**src/rtl/flash_audio_sequencer_if.sv**
```systemverilog
// Avalon-style read bus between the audio sequencer (master) and the flash controller (slave).
interface flash_audio_sequencer_if;
    logic        flash_read;
    logic [22:0] flash_address;
    logic        flash_waitrequest;
    logic [31:0] flash_readdata;
    logic        flash_readdatavalid;

    modport master (
        output flash_read,
        output flash_address,
        input  flash_waitrequest,
        input  flash_readdata,
        input  flash_readdatavalid
    );

    modport slave (
        input  flash_read,
        input  flash_address,
        output flash_waitrequest,
        output flash_readdata,
        output flash_readdatavalid
    );
endinterface

```
**src/rtl/flash_audio_sequencer.sv**
```systemverilog
// Reads 32-bit song words from flash and plays them as two 8-bit samples per word, one per tick.
// Optional AUDIO_SEQ_LOOP_EN: wrap the address at either end of the song instead of stopping in ENDED.
module flash_audio_sequencer #(
    parameter logic [22:0] LAST_ADDR = 23'h7FFFF
) (
    input  logic                           clk,
    input  logic                           reset,
    input  logic                           sample_tick,
    input  logic                           play_stop,
    input  logic                           forward_backward,
    input  logic                           restart,
    flash_audio_sequencer_if.master        flash,
    output logic [7:0]                     audio_data,
    output logic                           audio_valid,
    output logic [2:0]                     state
);
    typedef enum logic [2:0] {
        IDLE      = 3'd0,
        READ      = 3'd1,
        WAIT_DATA = 3'd2,
        HOLD      = 3'd3,
        ENDED     = 3'd4
    } state_t;

    state_t      r_state;
    logic [22:0] r_addr;
    logic        r_dir;
    logic        r_flash_read;
    logic        r_restart_pending;
    logic [7:0]  r_audio_data;
    logic        r_audio_valid;
    logic [7:0]  r_second;

    logic        w_tick_ok;
    logic        w_apply;
    logic [22:0] w_start;
    logic        w_final;
    logic [22:0] w_next_addr;
    logic        w_unused_low_bytes;

    assign w_tick_ok = sample_tick & play_stop;
    assign w_apply   = restart | r_restart_pending;
    assign w_start   = forward_backward ? '0 : LAST_ADDR;
    assign w_final   = r_dir ? (r_addr == LAST_ADDR) : (r_addr == '0);
    // Only the upper byte of each 16-bit half is played.
    assign w_unused_low_bytes = ^{flash.flash_readdata[23:16], flash.flash_readdata[7:0]};

    always_comb begin
        w_next_addr = r_dir ? r_addr + 23'd1 : r_addr - 23'd1;
`ifdef AUDIO_SEQ_LOOP_EN
        if (w_final) begin
            w_next_addr = r_dir ? '0 : LAST_ADDR;
        end
`endif
    end

    always_ff @(posedge clk) begin
        if (reset) begin
            r_state           <= IDLE;
            r_addr            <= '0;
            r_dir             <= 1'b0;
            r_flash_read      <= 1'b0;
            r_restart_pending <= 1'b0;
            r_audio_data      <= '0;
            r_audio_valid     <= 1'b0;
            r_second          <= '0;
        end else begin
            r_audio_valid <= 1'b0;
            if (restart) begin
                r_restart_pending <= 1'b1;
            end
            case (r_state)
                IDLE: begin
                    if (w_apply) begin
                        r_addr            <= w_start;
                        r_restart_pending <= 1'b0;
                    end else if (w_tick_ok) begin
                        r_dir        <= forward_backward;
                        r_flash_read <= 1'b1;
                        r_state      <= READ;
                    end
                end
                // The request is never withdrawn; a restart here waits for the data beat.
                READ: begin
                    if (!flash.flash_waitrequest) begin
                        r_flash_read <= 1'b0;
                        r_state      <= WAIT_DATA;
                    end
                end
                WAIT_DATA: begin
                    if (flash.flash_readdatavalid) begin
                        if (w_apply) begin
                            r_addr            <= w_start;
                            r_restart_pending <= 1'b0;
                            r_state           <= IDLE;
                        end else begin
                            r_audio_data  <= r_dir ? flash.flash_readdata[15:8]  : flash.flash_readdata[31:24];
                            r_second      <= r_dir ? flash.flash_readdata[31:24] : flash.flash_readdata[15:8];
                            r_audio_valid <= 1'b1;
                            r_state       <= HOLD;
                        end
                    end
                end
                HOLD: begin
                    if (w_apply) begin
                        r_addr            <= w_start;
                        r_restart_pending <= 1'b0;
                        r_state           <= IDLE;
                    end else if (w_tick_ok) begin
                        r_audio_data  <= r_second;
                        r_audio_valid <= 1'b1;
`ifdef AUDIO_SEQ_LOOP_EN
                        r_addr  <= w_next_addr;
                        r_state <= IDLE;
`else
                        if (w_final) begin
                            r_state <= ENDED;
                        end else begin
                            r_addr  <= w_next_addr;
                            r_state <= IDLE;
                        end
`endif
                    end
                end
                ENDED: begin
                    if (w_apply) begin
                        r_addr            <= w_start;
                        r_restart_pending <= 1'b0;
                        r_state           <= IDLE;
                    end
                end
                default: r_state <= IDLE;
            endcase
        end
    end

    assign flash.flash_read    = r_flash_read;
    assign flash.flash_address = r_addr;
    assign audio_data          = r_audio_data;
    assign audio_valid         = r_audio_valid;
    assign state               = r_state;
endmodule

```
**src/flat_wrapper.sv**
```systemverilog
// flat-port wrapper written by rule: the top's interface ports become plain ports
module flash_audio_sequencer_flat 
#(
    parameter logic [22:0] LAST_ADDR = 23'h7FFFF
)
  (clk, reset, sample_tick, play_stop, forward_backward, restart, audio_data, audio_valid, state, flash_flash_read, flash_flash_address, flash_flash_waitrequest, flash_flash_readdata, flash_flash_readdatavalid);
  flash_audio_sequencer_if flash_i ();
  input  logic clk;
  input  logic reset;
  input  logic sample_tick;
  input  logic play_stop;
  input  logic forward_backward;
  input  logic restart;
  output logic [7:0] audio_data;
  output logic audio_valid;
  output logic [2:0] state;
  output wire logic [$bits(flash_i.flash_read)-1:0] flash_flash_read;
  output wire logic [$bits(flash_i.flash_address)-1:0] flash_flash_address;
  input wire logic [$bits(flash_i.flash_waitrequest)-1:0] flash_flash_waitrequest;
  input wire logic [$bits(flash_i.flash_readdata)-1:0] flash_flash_readdata;
  input wire logic [$bits(flash_i.flash_readdatavalid)-1:0] flash_flash_readdatavalid;
  assign flash_flash_read = flash_i.flash_read;
  assign flash_flash_address = flash_i.flash_address;
  assign flash_i.flash_waitrequest = flash_flash_waitrequest;
  assign flash_i.flash_readdata = flash_flash_readdata;
  assign flash_i.flash_readdatavalid = flash_flash_readdatavalid;
  flash_audio_sequencer #(.LAST_ADDR(LAST_ADDR)) u_core (.clk(clk), .reset(reset), .sample_tick(sample_tick), .play_stop(play_stop), .forward_backward(forward_backward), .restart(restart), .flash(flash_i), .audio_data(audio_data), .audio_valid(audio_valid), .state(state));
endmodule
```
**config.mk**
```make
export PLATFORM = sky130hd
export DESIGN_NAME = flash_audio_sequencer_flat
export DESIGN_NICKNAME = d
export VERILOG_FILES = /design/src/rtl/flash_audio_sequencer_if.sv /design/src/rtl/flash_audio_sequencer.sv /design/src/flat_wrapper.sv
export SDC_FILE = /design/constraint.sdc
export NUM_CORES = 1
export LEC_CHECK = 0
export ABC_AREA = 1
export BUFFER_PORTS_ARGS = -buffer_cell sky130_fd_sc_hd__clkbuf_2
export CORE_MARGIN = 1
export CORE_UTILIZATION = 46
export DETAILED_ROUTE_END_ITERATION = 8
export MAX_ROUTING_LAYER = met4
export PLACE_DENSITY = 0.71
export SYNTH_ARGS = -nofsm -noshare
export SYNTH_HDL_FRONTEND = slang
export SYNTH_SLANG_ARGS = --single-unit
```
**constraint.sdc**
```tcl
create_clock -name clk -period 4.2 [get_ports clk]
set_input_delay 0.84 -clock clk [delete_from_list [all_inputs] [get_ports clk]]
set_output_delay 0.84 -clock clk [all_outputs]
set_load 0.05 [all_outputs]
```
# After elaboration in Yosys (flattened, before gate mapping)
# Index checks and enable logic that the tools add are counted.
# word_totals
ff_bits	46
elab_cells	80
output_inout_bits	36
# op_classes
muxes	39
eq_ne	15
bitwise	3
addsub	2
reduce_logical	13
# op_table
cell	count
2-to-1 mux 23 bit	6
one-hot mux 23 bit (3 select lines)	1
2-to-1 mux 8 bit	6
2-to-1 mux 3 bit	8
adder 23 x 1 -> 23 bit, second input constant	1
equality test 23 x 19 -> 1 bit, second input constant	1
zero test 23 bit	1
subtractor 23 x 1 -> 23 bit, second input constant	1
2-to-1 mux 19 bit	1
one-hot mux 8 bit (2 select lines)	1
one-hot mux 3 bit (5 select lines)	1
2-to-1 mux 1 bit	11
inequality test 2 bit, second input constant	5
AND reduction 4 bit	2
equality test 3 x 2 -> 1 bit, second input constant	2
inequality test 2 x 1 -> 1 bit, second input constant	3
one-hot mux 1 bit (2 select lines)	3
AND reduction 3 bit	2
AND reduction 6 bit	1
AND reduction 5 bit	1
nonzero test 2 bit	2
equality test 3 x 1 -> 1 bit, second input constant	1
equality test 3 bit, second input constant	1
zero test 3 bit	1
9 further kinds	9

# Logic depth before layout (Yosys ltp)
# Gate-level depths: netlist (run 1).
# depth
depth_word	6
mapped_depth	16
mapped_depth_nobuf	15

# Least setup slack after synthesis (run 1)
# Ideal clock, no wire load.
# synth_timing
path_type	register -> register
start	register u_core.r_dir
end	register u_core.r_addr[6] (netlist: u_core.flash.flash_address[6])
slack_ns	1.576
arrival_time_ns	2.509
required_time_ns	4.085
stages_incl_launch_ff	12
period_less_slack_ns	2.624
setup_time_ns	0.115
path_cell_list	dfxtp_1 -> clkinv_1 -> clkbuf_1 -> ha_1 -> nand3_1 -> nand3_1 -> nand2_1 -> nand2_1 -> or2_2 -> nand3_1 -> a21oi_1 -> o21a_1
# synth_between
elab_chain_cells	5
# synth_rtl
element	line_no	rtl
start: declaration	flash_audio_sequencer.sv:27	logic r_dir;
start signal: assignment	flash_audio_sequencer.sv:78	r_dir <= forward_backward;
2-to-1 mux 23 bit	flash_audio_sequencer.sv:49	w_next_addr = r_dir ? r_addr + 23'd1 : r_addr - 23'd1;
2-to-1 mux 23 bit	flash_audio_sequencer.sv:116	if (w_final) begin
2-to-1 mux 23 bit	flash_audio_sequencer.sv:109	end else if (w_tick_ok) begin
2-to-1 mux 23 bit	flash_audio_sequencer.sv:105	if (w_apply) begin
one-hot mux 23 bit (3 select lines)	flash_audio_sequencer.sv:72	case (r_state)
end signal: assignment	flash_audio_sequencer.sv:75	r_addr <= w_start;
end signal: assignment	flash_audio_sequencer.sv:106	r_addr <= w_start;
end signal: assignment	flash_audio_sequencer.sv:119	r_addr <= w_next_addr;
end: declaration	flash_audio_sequencer.sv:26	logic [22:0] r_addr;
# Parallel ways exist; a longest one is shown, timed or not. The select of a mux whose other input is x is not followed.
# A chain may end at the register's enable or synchronous reset.

# Worst setup path in the final report (run 1)
# layout_timing
start	register u_core.r_dir
end	register u_core.r_addr[21] (netlist: u_core.flash.flash_address[21])
# Same word-level chain as after synthesis.

==> out/qor.yml, run 1 <==
cp_max_fo: 23
p_per_area_nw_per_um2: 780.2
setup_tns_ps: 0
cts_sinks: 46
drv_slew: 0
synth.distinct_cells: 44
synthFlopType: "dfxtp_1"
relSlewSlack: 0.4179
synth_top_area_share: 0.2401
ctsResizeCount: 0
max-vdd-ir-drop_v: 0.0003283
area_delta_synth_final_pct: 11.78
gr-total-overflow: 0
synth-warning-count: 0
total_power_w: 0.003344
diodes: 0
clockBufferDepth: 2
track_usage: 0.2740
drive_gt1_frac: 0.1512
port_buffers: 59
final_cells: 783
setup_ws_ps: 925.3
synth_edf_count: 0
worstSetupPathType: "reg2reg"
cts_setup_buffers: 0
finalHoldViolCount: 0
ys_seq_area_frac: 0.2401
crit_top_cell: "nand2_1"
avgSynthCellArea_sq_um: 6.107
clkLatencyLatePin_ps: 300
maxCapViolCount: 0
min_period_ps: 3275
via_count: 4179
pin_count: 76
min_path_cells: 2
viasPerCell: 5.337
slowest_stage: "clkinv_1"
synthCells: 628
cts_root_buf: "clkbuf_8"
crit_path_max_incr_delay_ps: 700
htreeDepth: 2
worst_r2r_path_depth: 14
grt_pass1_wl_um: 18490
max_freq_mhz: 305.4
async_flop_share: 0
cts_tree: "built"
rows: 32
wl_per_cell_um: 13.88
skew_ps: 4.757
grt_setup_unrepaired: "false"
drtIter0Drc: 301
cp_data_arrival_time_ps: 3510
final_common_cell: "nand2_1"
end_kind: "register"
startpoint_type: "register"
grt_max_degree: 32
die_width_um: 93.31
status: "complete, no violations"
placed_cells: 775
cts_buffers: 5
syn_area_sq_um: 3835
gp_congestion: 0.9426
drt-total-wl_um: 10870
synth_top_cell_by_area: "dfxtp_1"
grt_pass1_vias: 3954
fin_crit_sh: 0.7797
die_area_sq_um: 8706
cp.required_ps: 4440
drtPass1Iterations: 5
ctsHoldBuffers: 0
final_util: 0.5435
dp_hpwl_um: 8281
worst_pin_slew_ps: 872.1
initial_core_util: 0.4862
pre_cts_ws_ps: 969.0
drt_drc_violations_left: 0
ys_ff_latch: 46
netlist_top_cells_area: "dfxtp_1, nand2_1, ha_1, inv_1, a21oi_1"
ant_nets: 0
cp_cell_sequence: "buf_4 > clkinv_1 > ha_1 > nand2_1 > nand3_1 > nand2_1 > nand2_1 > nand3_1 > nand2_1 > nand2_1 > nand2_1 > nand2_1 > nand3_1 > a21oi_2"
setup_viol: 0
syn_nets: 690
nets: 742
core_sq_um: 7888
fp.dieH_um: 93.31
clkTransAtPathRegs_ps: 90
layout_common_cells: "nand2_1, inv_1, clkbuf_2"
hp-class: "reg2reg"
antenna_found_initial: 0
cellLeakagePower_nw: 2.216
## layout make-up
type                            instances  area (sq um)
Clock buffer                            5         68.82
Clock inverter                          3         40.04
Fill cell                             797          3601
Inverter                               76         285.3
Multi-Input combinational cell        490          2534
Sequential cell                        46         920.9
Tap cell                              102         127.6
Timing Repair Buffer                   61         310.3
## cells by family (layout without fill, tap and decap cells)
kind of cell	after synthesis	count (layout)	synth area share
buffers and inverters	92	145	0.09919
DFF	46	46	0.2401
adders and majority gates	22	22	0.07374
xor gates and xnor gates	5	5	0.01142
AOI/OAI and AO/OA	119	119	0.1827
and+or+nand+nor	344	344	0.3928
## critical path: cells and delay by family (launching register included)
family                     cells  cell delay [ps]
buffers and inverters          2              950
DFF                            1              320
and+or+nand+nor               10             1100
AOI/OAI and AO/OA              1              160
adders and majority gates      1              680
## worst paths after layout
path                                         startpoint                              to  slack, ps
worst min-delay path            u_core.flash.flash_read         u_core.flash.flash_read        470
worst max-delay path                       u_core.r_dir  u_core.flash.flash_address[21]        930
worst max register to register             u_core.r_dir  u_core.flash.flash_address[21]        930
worst min register to register  u_core.flash.flash_read         u_core.flash.flash_read        470
## flip-flops by register name (all words and copies together), names as in the netlist
name,cells
u_core.r_dir,1
u_core.flash.flash_address,23
u_core.audio_data,8
u_core.r_second,8
u_core.r_restart_pending,1
u_core.audio_valid,1
u_core.state,3
u_core.flash.flash_read,1
## power breakdown
group / leakage [nW] / switching, W / internal (W)
Combinational: 1.78 / 0.00162 / 0.000717
Sequential: 0.376 / 0.000141 / 0.000531
Clock: 0.0579 / 0.000157 / 0.000175
## Yosys cell counts (2+ instances only)
| cell | n |
|---|---|
| a21oi_1 | 48 |
| a21oi_2 | 6 |
| a31oi_1 | 16 |
| buf_1 | 2 |
| buf_2 | 3 |
| buf_6 | 2 |
| clkbuf_1 | 8 |
| clkinv_1 | 2 |
| dfxtp_1 | 46 |
| ha_1 | 21 |
| inv_1 | 69 |
| inv_2 | 5 |
| nand2_1 | 211 |
| nand2_2 | 6 |
| nand3_1 | 37 |
| nand3b_1 | 5 |
| nand4_1 | 13 |
| nor2_1 | 49 |
| nor2_4 | 4 |
| nor3_1 | 8 |
| o21a_1 | 7 |
| o21ai_0 | 28 |
| o21ai_1 | 2 |
| o21ai_2 | 2 |
| o21bai_1 | 2 |
| o31ai_1 | 2 |
| or2_2 | 4 |
| xnor2_1 | 2 |
| xor2_1 | 3 |
## through the flow
stage	hold slack (ps)	instance area [sq um]
after floorplan	453.6	3835
after global placement	454.7	4178
after detailed placement	461.3	4178
after CTS	473.6	4287
after global routing	500.2	4287
final	472.3	4287
## metal layers
layer,GRT usage,wire (um),vias up
li1,-,-,2172
met2,0.4461,5098,127
met3,0.03740,568,13
met4,0.07179,154,0
met5,-,0,-
met1,0.3576,5049,1867
(Power assumes the default switching activity.)
==> run 2, diff against run 1 <==
ABC_AREA = 0   (was 1)
PLACE_DENSITY = 0.72   (was 0.71)
clock period = 3.3 ns   (was 4.2 ns; I/O delays follow)
==> out/qor.yml, run 2 <==
status: "complete, no violations"  # unchanged
min_path_cells: 2  # unchanged
final_common_cell: "nor2_1"  # was nand2_1
r2r_start: "u_core.flash.flash_address[0]"  # was u_core.r_dir
synth_top_cell_by_area: "dfxtp_1"  # unchanged
cp.required_ps: 3550  # was 4440 ps
yosysMostFrequentCell: "nor2_1"  # was nand2_1
cts_tree: "built"  # unchanged
fin_crit_sh: 0.9158  # was 0.7797
cts_root_buf: "clkbuf_8"  # unchanged
rows: 30  # was 32
synthAdderAreaFrac: 0.08626  # was 0.07374
hold_start: "u_core.flash.flash_read"  # unchanged
ctsHoldBuffers: 0  # unchanged
synth_top_area_share: 0.2809  # was 0.2401
clkTransAtPathRegs_ps: 90  # about the same
antenna_found_initial: 0  # unchanged
drt_drc_violations_left: 0  # unchanged
syn_area_sq_um: 3278  # was 3835 sq um
pin_count: 76  # unchanged
reg2reg_to: "u_core.flash.flash_address[22]"  # was u_core.flash.flash_address[21]
final_cells: 566  # was 783
maxCapViolCount: 0  # unchanged
regArea_sq_um: 920.9  # unchanged
cts_buffers: 5  # unchanged
min_period_ps: 3022  # was 3275 ps
synth-xor-area-share: 0.02137  # was 0.01142
grt_setup_unrepaired: "false"  # unchanged
htreeDepth: 2  # unchanged
grt_pass1_vias: 3040  # was 3954
startpoint_type: "register"  # unchanged
setup_tns_ps: 0  # unchanged
multi_input_area_sq_um: 2221  # was 2534 sq um
die_area_sq_um: 7468  # was 8706 sq um
cellLeakagePower_nw: 1.527  # was 2.216 nW
drtIter0Drc: 184  # was 301
worst_hold_slack_ps: 473.4  # was 472.3 ps
via_count: 3357  # was 4179
worst_pin_slew_ps: 840.5  # was 872.1 ps
synthFlopType: "dfxtp_1"  # unchanged
synthMuxAreaShare: 0.06412  # was 0
avgSynthCellArea_sq_um: 7.937  # was 6.107 sq um
gr-total-overflow: 0  # unchanged
grt_max_degree: 33  # was 32
cp_max_fo: 8  # was 23
layout_common_cells: "nor2_1, clkbuf_2, a21oi_1"  # was nand2_1, inv_1, clkbuf_2
max_freq_mhz: 330.9  # was 305.4 MHz
synthSimpleGateAreaFrac: 0.2145  # was 0.3928
drive_gt1_frac: 0.2000  # was 0.1512
dp_hpwl_um: 6112  # was 8281 um
synth_top_family_by_area: "compound AO/OA/AOI/OAI gates"  # was simple AND/OR/NAND/NOR gates
track_usage: 0.2412  # was 0.2740
ys_ff_latch: 46  # unchanged
area_delta_synth_final_pct: 14.35  # was 11.78%
cts_sinks: 46  # unchanged
gp_congestion: 0.8958  # was 0.9426
drtPass1Iterations: 5  # unchanged
fp.dieH_um: 86.42  # was 93.31 um
p_per_area_nw_per_um2: 726.9  # was 780.2 nW/um^2
ys_seq_area_frac: 0.2809  # was 0.2401
hold_end: "u_core.flash.flash_read"  # unchanged
core_sq_um: 6832  # was 7888 sq um
worst_r2r_path_depth: 10  # was 14
setup_ws_ps: 277.7  # was 925.3 ps
netlist_top_cells_area: "dfxtp_1, a21oi_1, ha_1, nor2_1, mux2i_1"  # was dfxtp_1, nand2_1, ha_1, inv_1, a21oi_1
ctsResizeCount: 0  # unchanged
synth.distinct_cells: 61  # was 44
pre_cts_ws_ps: 346.0  # was 969.0 ps
max-vdd-ir-drop_v: 0.0003059  # was 0.0003283 V
die_width_um: 86.42  # was 93.31 um
worstSetupPathType: "reg2reg"  # unchanged
nets: 531  # was 742
synth_edf_count: 0  # unchanged
n_fill_cell: 664  # was 797
end_kind: "register"  # unchanged
placed_cells: 558  # was 775
wl_per_cell_um: 15.03  # was 13.88 um
diodes: 0  # unchanged
cp_data_arrival_time_ps: 3270  # was 3510 ps
synth_compound_area_frac: 0.2905  # was 0.1827
ant_nets: 0  # unchanged
async_flop_share: 0  # unchanged
syn_nets: 475  # was 690
drt-total-wl_um: 8506  # was 10870 um
clkLatencyLatePin_ps: 310  # was 300 ps
clockBufferDepth: 2  # unchanged
synth-warning-count: 0  # unchanged
viasPerCell: 5.931  # was 5.337
setup_viol: 0  # unchanged
initial_core_util: 0.4799  # was 0.4862
hp-class: "reg2reg"  # unchanged
r2r_slack_ps: 280  # was 930 ps
synthCells: 413  # was 628
finalHoldViolCount: 0  # unchanged
drv_slew: 0  # unchanged
crit_path_start: "u_core.flash.flash_address[0]"  # was u_core.r_dir
skew_ps: 5.261  # was 4.757 ps
relSlewSlack: 0.4391  # was 0.4179
port_buffers: 59  # unchanged
largest_register_ffs: 23  # unchanged
grt_pass1_wl_um: 14030  # was 18490 um
synth_common_cells: "nor2_1, a21oi_1, dfxtp_1, ha_1, mux2i_1"  # was nand2_1, inv_1, nor2_1, a21oi_1, dfxtp_1
cts_setup_buffers: 0  # unchanged
## run 2: power breakdown
part | total [W] | switching [W] | internal, W
Clock | 0.000367 | 0.000218 | 0.000149
Combinational | 0.00160 | 0.00102 | 0.000577
Sequential | 0.000756 | 0.000121 | 0.000635
Total | 0.00272 | 0.00136 | 0.00136
## run 2: worst max path at each step
stage / endpoint / slack (ps) / cells after the start
finish: u_core.flash.flash_address[22] / 280 / 10
global route: u_core.flash.flash_address[21] / 120 / 11
CTS: u_core.flash.flash_address[22] / 310 / 10
detailed placement: u_core.flash.flash_address[22] / 350 / 10
global placement: u_core.flash.flash_address[21] / 370 / 11
floorplan: u_core.flash.flash_address[20] / 7 / 12
## run 2: metal layers
layer	up-vias	share of wire	global-route usage	wire length [um]
met5	-	0	-	0
met1	1546	0.45	0.3166	3827
met3	21	0.075	0.03429	635
met2	134	0.45	0.3824	3849
met4	0	0.023	0.08030	193
li1	1656	-	-	-
## run 2: area by class of cell
| type | count | area share |
|---|---|---|
| Clock buffer | 5 | 0.01836 |
| Clock inverter | 3 | 0.005674 |
| Inverter | 10 | 0.01101 |
| Multi-Input combinational cell | 339 | 0.5925 |
| Sequential cell | 46 | 0.2457 |
| Tap cell | 96 | 0.03204 |
| Timing Repair Buffer | 67 | 0.09479 |
## run 2: cells by family after synthesis
logic type                 Yosys count
and+or+nand+nor                    143
DFF                                 46
xor gates and xnor gates             8
adders and majority gates           22
muxes                               21
AOI/OAI and AO/OA                  145
buffers and inverters               28
## run 2: through the flow
stage	total power, W	utilization	instance area (sq um)
floorplan	0.002037	-	3286
global placement	0.002306	0.5355	3659
detailed placement	0.002335	0.5355	3659
CTS	0.002705	0.5487	3749
global route	0.002919	0.5487	3749
finish	0.002725	0.5487	3749
## run 2: critical path, stage by stage, from the launching register on
cell and delay (ps):
dfxtp_1 500, inv_1 120, fa_1 450, nand2b_1 200, a21oi_1 210, o21ai_1 190, a211oi_2 350, o311ai_1 180
and3_1 210, or4_1 460, nand3_1 100
==> run 3, diff against run 2 <==
CTS_BUF_LIST = sky130_fd_sc_hd__clkbuf_8   (was unset)
PLACE_DENSITY = 0.75   (was 0.72)
clock period = 2.7 ns   (was 3.3 ns; I/O delays follow)
==> out/qor.yml, run 3 (same netlist as run 2, synthesis figures left out) <==
clkLatencyLatePin_ps: 300  # was 310 ps
area_delta_synth_final_pct: 27.67  # was 14.35%
place_area_sq_um: 3924  # was 3659 sq um
ctsHoldBuffers: 0  # unchanged
gr-total-overflow: 0  # unchanged
skew_ps: 5.283  # was 5.261 ps
hp-class: "reg2reg"  # unchanged
antenna_found_initial: 0  # unchanged
drt-total-wl_um: 9041  # was 8506 um
cp_data_arrival_time_ps: 2970  # was 3270 ps
diodes: 0  # unchanged
cts_sinks: 46  # unchanged
relSlewSlack: 0.2434  # was 0.4391
min_period_ps: 2766  # was 3022 ps
drv_slew: 0  # unchanged
cellLeakagePower_nw: 1.741  # was 1.527 nW
pre_cts_ws_ps: -211.1  # was 346.0 ps
violations: "setup timing"
grt_max_degree: 33  # unchanged
cts_buffers: 5  # unchanged
hold_end: "u_core.flash.flash_read"  # unchanged
grt_pass1_wl_um: 14210  # was 14030 um
wl_per_cell_um: 15.04  # was 15.03 um
grt_pass1_vias: 3120  # was 3040
initial_core_util: 0.4799  # unchanged
die_width_um: 86.42  # unchanged
max-vdd-ir-drop_v: 0.0003888  # was 0.0003059 V
startpoint_type: "register"  # unchanged
worst_hold_slack_ps: 486.7  # was 473.4 ps
die_area_sq_um: 7468  # unchanged
drt_drc_violations_left: 0  # unchanged
setup_tns_ps: -90.21  # was 0 ps
cts_root_buf: "clkbuf_8"  # unchanged
final_common_cell: "nor2_1"  # unchanged
drive_gt1_frac: 0.3010  # was 0.2000
nets: 566  # was 531
clkTransAtPathRegs_ps: 100  # was 90 ps
max_freq_mhz: 361.6  # was 330.9 MHz
fin_crit_sh: 1.024  # was 0.9158
ant_nets: 0  # unchanged
r2r_start: "u_core.r_dir"  # was u_core.flash.flash_address[0]
gp_congestion: 0.9149  # was 0.8958
cts_tree: "built"  # unchanged
pin_count: 76  # unchanged
htreeDepth: 2  # unchanged
p_per_area_nw_per_um2: 922.8  # was 726.9 nW/um^2
rows: 30  # unchanged
drtIter0Drc: 212  # was 184
final_cells: 601  # was 566
design_area_sq_um: 4185  # was 3749 sq um
min_path_cells: 2  # unchanged
largest_register_ffs: 23  # unchanged
via_count: 3479  # was 3357
worst_pin_slew_ps: 1134  # was 840.5 ps
port_buffers: 59  # unchanged
maxCapViolCount: 0  # unchanged
setup_viol: 2  # was 0
n_fill_cell: 614  # was 664
end_kind: "register"  # unchanged
fp.dieH_um: 86.42  # unchanged
cp_max_fo: 6  # was 8
finalHoldViolCount: 0  # unchanged
drtPass1Iterations: 5  # unchanged
dp_hpwl_um: 6487  # was 6112 um
crit_path_start: "u_core.r_dir"  # was u_core.flash.flash_address[0]
grt_setup_unrepaired: "true"  # was false
setup_ws_ps: -65.75  # was 277.7 ps
worstSetupPathType: "reg2reg"  # unchanged
status: "finished, violations left"  # was complete, no violations
placed_cells: 589  # was 558
r2r_slack_ps: -70  # was 280 ps
cp.required_ps: 2910  # was 3550 ps
hold_start: "u_core.flash.flash_read"  # unchanged
worst_r2r_path_depth: 11  # was 10
track_usage: 0.2458  # was 0.2412
reg2reg_to: "u_core.flash.flash_address[20]"  # was u_core.flash.flash_address[22]
viasPerCell: 5.789  # was 5.931
core_sq_um: 6832  # unchanged
clockBufferDepth: 2  # unchanged
layout_common_cells: "nor2_1, clkbuf_2, a21oi_1"  # unchanged
==> run 3: area by class of cell <==
cell class	count	area, sq um	area share
clock buffer	5	68.82	0.01644
sequential	46	924.6	0.2209
multi-input combinational	339	2349	0.5611
inverter	10	41.29	0.009865
clock inverter	3	43.79	0.01046
tap	96	120.1	0.02870
timing repair buffer	102	638.1	0.1525
==> run 3: worst max path at each step <==
stage,cells past startpoint,to,slack [ps]
2_1_floorplan,12,u_core.flash.flash_address[20],-280
3_3_place_gp,9,u_core.flash.flash_address[22],-140
3_5_place_dp,9,u_core.flash.flash_address[22],-210
4_1_cts,11,u_core.flash.flash_address[20],-70
5_1_grt,11,u_core.flash.flash_address[22],-190
6_report,11,u_core.flash.flash_address[20],-70
==> run 3: layer usage <==
layer	track usage	vias to the layer above	routed length, um
met5	-	-	0
met4	0.07121	0	98
met1	0.3070	1618	4085
li1	-	1735	-
met2	0.4091	116	4436
met3	0.04095	10	420
==> run 3: what timing repair did <==
item,in CTS,in global routing
hold endpoints to repair,0,0
pin swaps,5,9
resized for setup,5,25
buffers inserted,2,2
setup endpoints to repair,6,12
==> run 3: power breakdown <==
group          total [W]  internal [W]  switching, W  leakage, nW
Sequential      0.000914      0.000776      0.000138        0.377
Clock           0.000543      0.000278      0.000264       0.0585
Combinational    0.00241      0.000973       0.00143         1.31
Total            0.00386       0.00203       0.00183         1.74
==> run 3: stage by stage <==
| step | power, W | utilization |
|---|---|---|
| floorplan | 0.002511 | - |
| global route | 0.004106 | 0.6126 |
| CTS | 0.003651 | 0.5969 |
| detailed placement | 0.003073 | 0.5744 |
| global placement | 0.003025 | 0.5744 |
| finish | 0.003862 | 0.6126 |
==> run 3: worst max-delay path: stages, from the launching register on <==
cell        delay [ps]
dfxtp_4            390
clkinvlp_4         170
buf_12             180
ha_4               240
a21o_1             150
a211o_1            290
o22ai_2            170
a211oi_4            90
o311ai_1           280
a21boi_1           140
or3_1              320
a32o_1             250
